### config.mk
export PLATFORM = sky130hd
export DESIGN_NAME = m_axi_cmd
export DESIGN_NICKNAME = d
export VERILOG_FILES = /design/src/rtl/m_axi_cmd.sv
export SDC_FILE = /design/constraint.sdc
export NUM_CORES = 1
export LEC_CHECK = 0
export BUFFER_PORTS_ARGS = -buffer_cell sky130_fd_sc_hd__buf_4
export CORE_ASPECT_RATIO = 0.5
export CORE_MARGIN = 3
export CORE_UTILIZATION = 38
export DETAILED_ROUTE_END_ITERATION = 7
export PLACE_DENSITY = 0.74
export SYNTH_ARGS = -nofsm -noshare
export SYNTH_HDL_FRONTEND = slang
export SYNTH_SLANG_ARGS = --single-unit
### constraint.sdc
create_clock -name clk -period 2.49 [get_ports clk]
set_input_delay 0.3735 -clock clk [delete_from_list [all_inputs] [get_ports clk]]
set_output_delay 0.3735 -clock clk [all_outputs]
set_load 0.01 [all_outputs]
### src/rtl/m_axi_cmd.sv
// Single-outstanding AXI requester: turns one register command into an AW/W/B or AR/R
// exchange and reports the result as a one-cycle response. Optional watchdog: M_AXI_CMD_TIMEOUT_EN.
module m_axi_cmd #(
    parameter int ADDR_W      = 32,
    parameter int DATA_W      = 32,
    parameter int ID_W        = 4,
    parameter int TIMEOUT_CYC = 256
) (
    input  logic                  clk,
    input  logic                  areset,
    input  logic                  cmd_valid_i,
    output logic                  cmd_ready_o,
    input  logic                  cmd_we_i,
    input  logic [ADDR_W-1:0]     cmd_addr_i,
    input  logic [DATA_W-1:0]     cmd_wdata_i,
    input  logic [DATA_W/8-1:0]   cmd_wstrb_i,
    output logic [ID_W-1:0]       awid_o,
    output logic [ADDR_W-1:0]     awaddr_o,
    output logic                  awvalid_o,
    input  logic                  awready_i,
    output logic [DATA_W-1:0]     wdata_o,
    output logic [DATA_W/8-1:0]   wstrb_o,
    output logic                  wvalid_o,
    input  logic                  wready_i,
    input  logic [1:0]            bresp_i,
    input  logic                  bvalid_i,
    output logic                  bready_o,
    output logic [ID_W-1:0]       arid_o,
    output logic [ADDR_W-1:0]     araddr_o,
    output logic                  arvalid_o,
    input  logic                  arready_i,
    input  logic [DATA_W-1:0]     rdata_i,
    input  logic                  rvalid_i,
    output logic                  rready_o,
    output logic                  rsp_valid_o,
    output logic                  rsp_we_o,
    output logic [DATA_W-1:0]     rsp_rdata_o,
    output logic [1:0]            rsp_resp_o
);
    localparam int STRB_W = DATA_W / 8;

    typedef enum logic [2:0] {
        S_IDLE, S_WR, S_WR_RESP, S_RD_ADDR, S_RD_DATA, S_RSP
    } state_t;

    state_t              state_q, state_d;
    logic [ID_W-1:0]     id_q, id_d;
    logic [ADDR_W-1:0]   addr_q, addr_d;
    logic [DATA_W-1:0]   wdata_q, wdata_d;
    logic [STRB_W-1:0]   wstrb_q, wstrb_d;
    logic                awvalid_q, awvalid_d;
    logic                wvalid_q, wvalid_d;
    logic                we_q, we_d;
    logic [DATA_W-1:0]   rdata_q, rdata_d;
    logic [1:0]          resp_q, resp_d;
    logic                aw_pend, w_pend;
    logic                timeout_hit;

    // A channel is still pending if its valid is up and this cycle brings no ready.
    assign aw_pend = awvalid_q & ~awready_i;
    assign w_pend  = wvalid_q & ~wready_i;

    always_comb begin
        state_d   = state_q;
        id_d      = id_q;
        addr_d    = addr_q;
        wdata_d   = wdata_q;
        wstrb_d   = wstrb_q;
        awvalid_d = awvalid_q;
        wvalid_d  = wvalid_q;
        we_d      = we_q;
        rdata_d   = rdata_q;
        resp_d    = resp_q;
        unique case (state_q)
            S_IDLE: begin
                if (cmd_valid_i) begin
                    addr_d  = cmd_addr_i;
                    wdata_d = cmd_wdata_i;
                    wstrb_d = cmd_wstrb_i;
                    we_d    = cmd_we_i;
                    rdata_d = '0;
                    resp_d  = 2'b00;
                    if (cmd_we_i) begin
                        awvalid_d = 1'b1;
                        wvalid_d  = 1'b1;
                        state_d   = S_WR;
                    end else begin
                        state_d   = S_RD_ADDR;
                    end
                end
            end
            S_WR: begin
                awvalid_d = aw_pend;
                wvalid_d  = w_pend;
                if (!aw_pend && !w_pend) begin
                    state_d = S_WR_RESP;
                end else if (timeout_hit) begin
                    awvalid_d = 1'b0;
                    wvalid_d  = 1'b0;
                    resp_d    = 2'b10;
                    state_d   = S_RSP;
                end
            end
            S_WR_RESP: begin
                if (bvalid_i) begin
                    resp_d  = bresp_i;
                    state_d = S_RSP;
                end else if (timeout_hit) begin
                    resp_d  = 2'b10;
                    state_d = S_RSP;
                end
            end
            S_RD_ADDR: begin
                if (arready_i) begin
                    state_d = S_RD_DATA;
                end else if (timeout_hit) begin
                    resp_d  = 2'b10;
                    state_d = S_RSP;
                end
            end
            S_RD_DATA: begin
                if (rvalid_i) begin
                    rdata_d = rdata_i;
                    state_d = S_RSP;
                end else if (timeout_hit) begin
                    resp_d  = 2'b10;
                    state_d = S_RSP;
                end
            end
            S_RSP: begin
                id_d    = id_q + 1'b1;
                state_d = S_IDLE;
            end
            default: state_d = S_IDLE;
        endcase
    end

`ifdef M_AXI_CMD_TIMEOUT_EN
    localparam int CNT_W = (TIMEOUT_CYC > 1) ? $clog2(TIMEOUT_CYC) : 1;

    logic [CNT_W-1:0] to_cnt_q, to_cnt_d;
    logic             waiting;

    assign waiting     = (state_q == S_WR) || (state_q == S_WR_RESP) ||
                         (state_q == S_RD_ADDR) || (state_q == S_RD_DATA);
    assign timeout_hit = waiting && (to_cnt_q == CNT_W'(TIMEOUT_CYC - 1));

    // Counts cycles spent in the current wait state; restarts on every transition.
    always_comb begin
        to_cnt_d = '0;
        if (waiting && (state_d == state_q)) begin
            to_cnt_d = to_cnt_q + 1'b1;
        end
    end

    always_ff @(posedge clk or negedge areset) begin
        if (!areset) begin
            to_cnt_q <= '0;
        end else begin
            to_cnt_q <= to_cnt_d;
        end
    end
`else
    assign timeout_hit = 1'b0;
`endif

    always_ff @(posedge clk or negedge areset) begin
        if (!areset) begin
            state_q   <= S_IDLE;
            id_q      <= '0;
            addr_q    <= '0;
            wdata_q   <= '0;
            wstrb_q   <= '0;
            awvalid_q <= 1'b0;
            wvalid_q  <= 1'b0;
            we_q      <= 1'b0;
            rdata_q   <= '0;
            resp_q    <= 2'b00;
        end else begin
            state_q   <= state_d;
            id_q      <= id_d;
            addr_q    <= addr_d;
            wdata_q   <= wdata_d;
            wstrb_q   <= wstrb_d;
            awvalid_q <= awvalid_d;
            wvalid_q  <= wvalid_d;
            we_q      <= we_d;
            rdata_q   <= rdata_d;
            resp_q    <= resp_d;
        end
    end

    // Ready is held low for as long as reset is applied, not only once it is sampled.
    assign cmd_ready_o = (state_q == S_IDLE) && areset;
    assign awid_o      = id_q;
    assign arid_o      = id_q;
    assign awaddr_o    = addr_q;
    assign araddr_o    = addr_q;
    assign wdata_o     = wdata_q;
    assign wstrb_o     = wstrb_q;
    assign awvalid_o   = awvalid_q;
    assign wvalid_o    = wvalid_q;
    assign bready_o    = (state_q == S_WR_RESP);
    assign arvalid_o   = (state_q == S_RD_ADDR);
    assign rready_o    = (state_q == S_RD_DATA);
    assign rsp_valid_o = (state_q == S_RSP);
    assign rsp_we_o    = we_q;
    assign rsp_rdata_o = rdata_q;
    assign rsp_resp_o  = resp_q;
endmodule

==> impl_metrics.env, run 1 <==
export IMPL_outcome="finished, final reports clean"
export IMPL_clk_pin_slew_worst_paths_ns=0.08
export IMPL_drt_iter0_markers=221
export IMPL_setup_viol=0
export IMPL_synth_fp_nets=496
export IMPL_clk_latency_ns=0.34
export IMPL_syn_to_final_growth_pct=44.36
export IMPL_wl_um=11970
export IMPL_grt_use_total_pct=17.16
export IMPL_worst_r2r_cell_count=4
export IMPL_utilization_pct=56.82
export IMPL_root_buffer="clkbuf_16"
export IMPL_slew_headroom_pct=60.69
export IMPL_synth_cell_types=30
export IMPL_syn_area_sq_um=4716
export IMPL_register_area_sq_um=2803
export IMPL_critPathKind="flip-flop to primary output"
export IMPL_yosysSeqAreaShare_pct=59.43
export IMPL_cts_sinks=112
export IMPL_wire_per_inst_um=15.47
export IMPL_num_antenna_cells=0
export IMPL_irDropWorstVdd_v=0.0004079
export IMPL_grt_pass1_vias=3651
export IMPL_rrSetupSlack_ns=0.56
export IMPL_worst_pin_slew_ns=0.5896
export IMPL_fin_crit_sh_pct=84.82
export IMPL_power_leakage_nw=3.528
export IMPL_rsz0062_at_grt="false"
export IMPL_cp_arrival_ns=1.74
export IMPL_clock_path_buffers=2
export IMPL_coreArea_sq_um=11980
export IMPL_hpwl_um=8895
export IMPL_antenna_left=0
export IMPL_tritoncts="built"
export IMPL_r2r_start="state_q[1]"
export IMPL_initial_core_util_pct=39.36
export IMPL_worstPathRequired_ns=2.12
export IMPL_grt_pass1_wl_um=18930
export IMPL_synth_top_area_share_pct=59.43
export IMPL_hold_violations=0
export IMPL_cts_buffers=9
export IMPL_ys_warn_count=0
export IMPL_fin_skew_ns=0.006725
export IMPL_fmaxAchievable_ghz=0.4735
export IMPL_crit_fanout=14
export IMPL_die_h_um=84.77
export IMPL_rows=28
export IMPL_die_x_um=163.5
export IMPL_period_minus_slack_ns=2.112
export IMPL_synthTopCellsByArea="dfrtp_1 (59%), mux2_1 (16%), buf_4 (6.8%)"
export IMPL_vias_per_cell=4.574
export IMPL_firstDrtPassIters=4
export IMPL_maxSlewViolCount=0
export IMPL_h_tree_depth=3
export IMPL_cp_start_kind="flip-flop"
export IMPL_fillers=1062
export IMPL_portBuffers=260
export IMPL_ys_ff_latch=112
export IMPL_drcViolationCount=0
export IMPL_cap_violations=0
export IMPL_post_cts_buffers=0
export IMPL_grt_max_degree=113
export IMPL_drive_above_1_share_pct=47.13
export IMPL_gp_congestion=0.7769
export IMPL_reg2reg_to="araddr_o[14]"
export IMPL_multi_input_area_sq_um=1483
export IMPL_ctsHoldBuffers=0
export IMPL_power_mw=8.257
export IMPL_hp_class="input port to asynchronous set/reset pin"
export IMPL_dieArea_sq_um=13860
export IMPL_cts_resized=0
export IMPL_nets=716
export IMPL_synth_largest_area_cell="dfrtp_1"
export IMPL_pin_count=261
export IMPL_syn_area_per_cell_sq_um=12.28
export IMPL_antenna_found_initial=0
export IMPL_p_per_area_nw_per_um2=1213
export IMPL_num_vias=3540
export IMPL_tns_ns=0
export IMPL_cp_end_kind="primary output"
export IMPL_syn_inst=384
export IMPL_grt_overflow_total=0
export IMPL_whs_ns=0.1266
-- per-layer routing --
metal | part of all wire (%) | up-vias | global-route usage (%)
li1 | - | 1683 | -
met1 | 38 | 1737 | 19.98
met2 | 56 | 103 | 31.82
met3 | 4.9 | 17 | 4.140
met4 | 1.6 | 0 | 4.528
met5 | 0 | - | 0
-- critical path: stages (launching register included) --
cell and delay [ns]:
dfrtp_1 0.65, inv_1 0.16, nor3b_2 0.39, buf_4 0.20
-- where the power goes --
| group | internal, mW | leakage (nW) | switching [mW] | total, mW |
|---|---|---|---|---|
| Sequential | 2.61 | 1.40 | 0.577 | 3.19 |
| Clock | 0.691 | 0.141 | 0.669 | 1.36 |
| Combinational | 2.02 | 1.99 | 1.69 | 3.71 |
| Total | 5.32 | 3.53 | 2.94 | 8.26 |
-- registers in the layout, indices dropped and copies added (netlist names) --
register     cells
arid_o           4
awvalid_o        1
state_q          3
rsp_rdata_o     32
rsp_resp_o       2
araddr_o        32
wstrb_o          4
rsp_we_o         1
wvalid_o         1
wdata_o         32
-- placed cells by master, fill, tap and decap left out, drive strengths merged --
cell type,count
nor3b,2
and3,2
clkbuf,9
dfrtp,112
buf,266
inv,7
o21ai,5
ha,1
a21oi,1
nand4,1
nor2,5
o21bai,1
clkinv,4
o22ai,2
o31ai,1
or3,2
mux2i,3
a31oi,1
nand3,33
xor2,1
nand2,72
nor3,2
and2,2
mux2,69
xnor2,2
a2bb2oi,1
nand2b,2
-- cell usage after synthesis (all sizes together) --
cell / number
a21oi: 1
a2bb2oi: 1
a31oi: 1
and2: 2
and3: 2
buf: 56
clkbuf: 1
dfrtp: 112
ha: 1
inv: 4
mux2: 69
mux2i: 3
nand2: 72
nand2b: 2
nand3: 33
nand4: 1
nor2: 5
nor3: 2
nor3b: 2
o21ai: 5
o21bai: 1
o22ai: 2
o31ai: 1
or3: 2
xnor2: 2
xor2: 1
-- kinds of logic after synthesis --
group	share of synthesized area (%)
muxes	17.11
xor gates and xnor gates	0.5573
and+or+nand+nor	11.67
AOI/OAI and AO/OA	1.539
DFF	59.43
adders and majority gates	0.2653
buffers and inverters	9.419
-- area by class of cell --
cell class                      instances  share of cell area, %
Timing Repair Buffer                  266                  29.70
Clock buffer                            9                  3.308
Tap cell                              165                  3.033
Clock inverter                          7                 0.7903
Multi-Input combinational cell        211                  21.78
Sequential cell                       112                  41.17
Inverter                                4                 0.2205
-- worst max path at each step --
stage	start	endpoint	slack (ns)	cells after the start
after floorplan	state_q[0]	rready_o	0.98	3
after global placement	state_q[1]	araddr_o[22]	0.65	4
after detailed placement	state_q[0]	araddr_o[14]	0.57	4
after CTS	state_q[0]	rsp_valid_o	0.35	3
after global routing	state_q[0]	rsp_valid_o	0.24	3
final	state_q[0]	rsp_valid_o	0.38	3
-- stage by stage --
step | instance area [sq um] | cells | setup WS [ns]
after floorplan | 4716 | 384 | 0.9771
after global placement | 6529 | 758 | 0.6501
after detailed placement | 6529 | 758 | 0.5736
after CTS | 6808 | 774 | 0.3496
after global routing | 6808 | 774 | 0.2389
final | 6808 | 774 | 0.3781
(Power assumes the default switching activity.)
==> inputs of run 2 (changes only) <==
- ABC_AREA: unset -> 1
- PLACE_DENSITY: 0.74 -> 0.73
- clock period: 2.49 -> 2.1 ns (I/O delays scaled with it)
==> impl_metrics.env, run 2 <==
export IMPL_slowest_stage="dfrtp_1"
export IMPL_worst_r2r_cell_count=6
export IMPL_synth_top_area_share_pct=56.21
export IMPL_clk_latency_ns=0.35
export IMPL_clkPwrFrac_pct=18.1
export IMPL_pin_count=261
export IMPL_hpwl_um=10440
export IMPL_syn_area_sq_um=4986
export IMPL_max_stage_delay_ns=0.56
export IMPL_register_area_sq_um=2803
export IMPL_cp_end_kind="primary output"
export IMPL_cp_arrival_ns=1.66
export IMPL_critPathKind="flip-flop to primary output"
export IMPL_gp_congestion=0.7818
export IMPL_p_per_area_nw_per_um2=1483
export IMPL_p_comb_share_pct=46.3
export IMPL_sw_frac_of_total_pct=39.07
export IMPL_antenna_found_initial=0
export IMPL_firstDrtPassIters=4
export IMPL_rsz0062_at_grt="false"
export IMPL_cts_buffers=9
export IMPL_seqPwrFrac_pct=35.6
export IMPL_synth_area_mux_share_pct=0
export IMPL_layout_common_cells="buf_4 (267), nand2_1 (198), nand3_1 (138)"
export IMPL_synth_top_family_by_area="simple AND/OR/NAND/NOR gates"
export IMPL_fin_skew_ns=0.008672
export IMPL_vias_per_cell=4.796
export IMPL_hp_class="input port to asynchronous set/reset pin"
export IMPL_synth_largest_area_cell="dfrtp_1"
export IMPL_rrSetupSlack_ns=0.30
export IMPL_clk_pin_slew_worst_paths_ns=0.08
export IMPL_place_area_sq_um=6759
export IMPL_antenna_left=0
export IMPL_ys_warn_count=0
export IMPL_yosys_area_share_xor_xnor_pct=0.5270
export IMPL_num_antenna_cells=0
export IMPL_grt_max_degree=113
export IMPL_path_common_cell="buf_4"
export IMPL_maxSlewViolCount=0
export IMPL_drt_iter0_markers=292
export IMPL_synth_fp_nets=679
export IMPL_dp_cells=928
export IMPL_place_ws_ns=0.3573
export IMPL_worst_pin_slew_ns=0.6105
export IMPL_synthTopCellsByCount="nand2_1 (198), nand3_1 (138), dfrtp_1 (112)"
export IMPL_design_area_sq_um=7098
export IMPL_synthArstFlopShare_pct=100.0
export IMPL_outcome="finished, final reports clean"
export IMPL_yosysMostFrequentCell="nand2_1"
export IMPL_cts_resized=0
export IMPL_synth_edf_count=0
export IMPL_rows=28
export IMPL_h_tree_depth=3
export IMPL_initial_core_util_pct=40.55
export IMPL_synthTopCellsByArea="dfrtp_1 (56%), nand2_1 (15%), nand3_1 (14%)"
export IMPL_tritoncts="built"
export IMPL_yosysSeqAreaShare_pct=56.21
export IMPL_ys_ff_latch=112
export IMPL_fmaxAchievable_ghz=0.5061
export IMPL_cp_top_family="flip-flops"
export IMPL_period_minus_slack_ns=1.976
export IMPL_clock_path_buffers=2
export IMPL_wl_um=14430
export IMPL_cts_sinks=112
export IMPL_synthAdderAreaFrac_pct=0.2509
export IMPL_fin_cells=944
export IMPL_grt_use_total_pct=18.99
export IMPL_hold_violations=0
export IMPL_coreArea_sq_um=12300
export IMPL_internal_power_mw=6.416
export IMPL_post_cts_buffers=0
export IMPL_root_buffer="clkbuf_16"
export IMPL_power_mw=10.53
export IMPL_slew_headroom_pct=59.16
export IMPL_syn_inst=567
export IMPL_setup_ws_ns=0.1240
export IMPL_portBuffers=260
export IMPL_grt_overflow_total=0
export IMPL_power_leakage_nw=4.085
export IMPL_num_vias=4527
export IMPL_die_h_um=87.00
export IMPL_drive_above_1_share_pct=38.00
export IMPL_crit_chain="inv_2 -> nor2_8 -> buf_4 -> buf_4"
export IMPL_reg2reg_to="rsp_rdata_o[16]"
export IMPL_cap_violations=0
export IMPL_cp_start_kind="flip-flop"
export IMPL_grt_pass1_vias=4325
export IMPL_dieArea_sq_um=14610
export IMPL_multi_input_area_sq_um=1640
export IMPL_r2r_start="state_q[2]"
export IMPL_fillers=1104
export IMPL_synth_cell_types=24
export IMPL_grt_pass1_wl_um=22610
export IMPL_setup_viol=0
export IMPL_synth_main_ff_cell="dfrtp_1"
export IMPL_crit_fanout=15
export IMPL_drcViolationCount=0
export IMPL_switchingPower_mw=4.114
export IMPL_ctsHoldBuffers=0
export IMPL_tns_ns=0
export IMPL_syn_to_final_growth_pct=42.36
export IMPL_fin_crit_sh_pct=94.10
export IMPL_wire_per_inst_um=15.28
export IMPL_syn_area_per_cell_sq_um=8.794
export IMPL_synth_compound_area_share_pct=0.9034
export IMPL_synth_simple_gate_area_share_pct=31.22
export IMPL_cp_num_buf_inv=3
export IMPL_irDropWorstVdd_v=0.0007660
export IMPL_nets=886
export IMPL_final_common_cell="buf_4"
export IMPL_die_x_um=168.0
export IMPL_worstPathRequired_ns=1.78
## run 2: cell count changes after synthesis, sizes merged, moves of 4 or more
| cell | previous run | this run |
|---|---|---|
| clkbuf | 1 | 12 |
| nand2 | 72 | 202 |
| nand3 | 33 | 138 |
| a21oi | 1 | 5 |
| inv | 4 | 16 |
| mux2 | 69 | 0 |
| buf | 56 | 61 |
## run 2: layout make-up
| class | count | area share (%) |
|---|---|---|
| sequential | 112 | 39.49 |
| timing repair buffer | 269 | 28.80 |
| multi-input combinational | 365 | 23.11 |
| clock buffer | 9 | 3.173 |
| tap | 165 | 2.909 |
| clock inverter | 7 | 1.604 |
| inverter | 17 | 0.9166 |
## run 2: through the flow
| stage | hold WS (ns) | util [%] |
|---|---|---|
| 6_report | 0.06823 | 57.72 |
| 5_1_grt | 0.1232 | 57.72 |
| 4_1_cts | 0.1048 | 57.72 |
| 3_5_place_dp | 0.4601 | 54.97 |
| 3_3_place_gp | 0.4552 | 54.97 |
| 2_1_floorplan | 0.01941 | - |
## run 2: how the worst max path moves through the flow
stage	start	end	slack, ns	cells past startpoint
global placement	state_q[2]	rsp_rdata_o[8]	0.43	6
floorplan	state_q[2]	state_q[0]	0.73	9
finish	state_q[2]	rready_o	0.12	4
detailed placement	state_q[2]	rsp_rdata_o[3]	0.36	6
CTS	state_q[2]	rready_o	0.13	4
global route	state_q[2]	rready_o	0.03	4
## run 2: logic make-up (layout without fill, tap and decap cells)
group                      Yosys count  after routing
adders and majority gates            1              1
and+or+nand+nor                    352            352
AOI/OAI and AO/OA                    9              9
buffers and inverters               90            302
xor gates and xnor gates             3              3
DFF                                112            112
## run 2: power by group through the flow
| stage | Clock (mW) | Sequential (mW) | Combinational, mW |
|---|---|---|---|
| 6_report | 1.91 | 3.75 | 4.87 |
| 5_1_grt | 2.06 | 3.89 | 5.31 |
| 4_1_cts | 1.96 | 3.76 | 4.94 |
| 3_5_place_dp | 0 | 3.77 | 4.94 |
| 3_3_place_gp | 0 | 3.75 | 4.83 |
| 2_1_floorplan | 0 | 4.06 | 2.47 |
## run 2: layer usage
layer / wire, um / vias up / global-route usage, %
met5: 0 / - / 0
met4: 263 / 0 / 5.345
met3: 659 / 16 / 3.173
met2: 7807 / 132 / 34.67
met1: 5695 / 2177 / 23.63
li1: - / 2202 / -
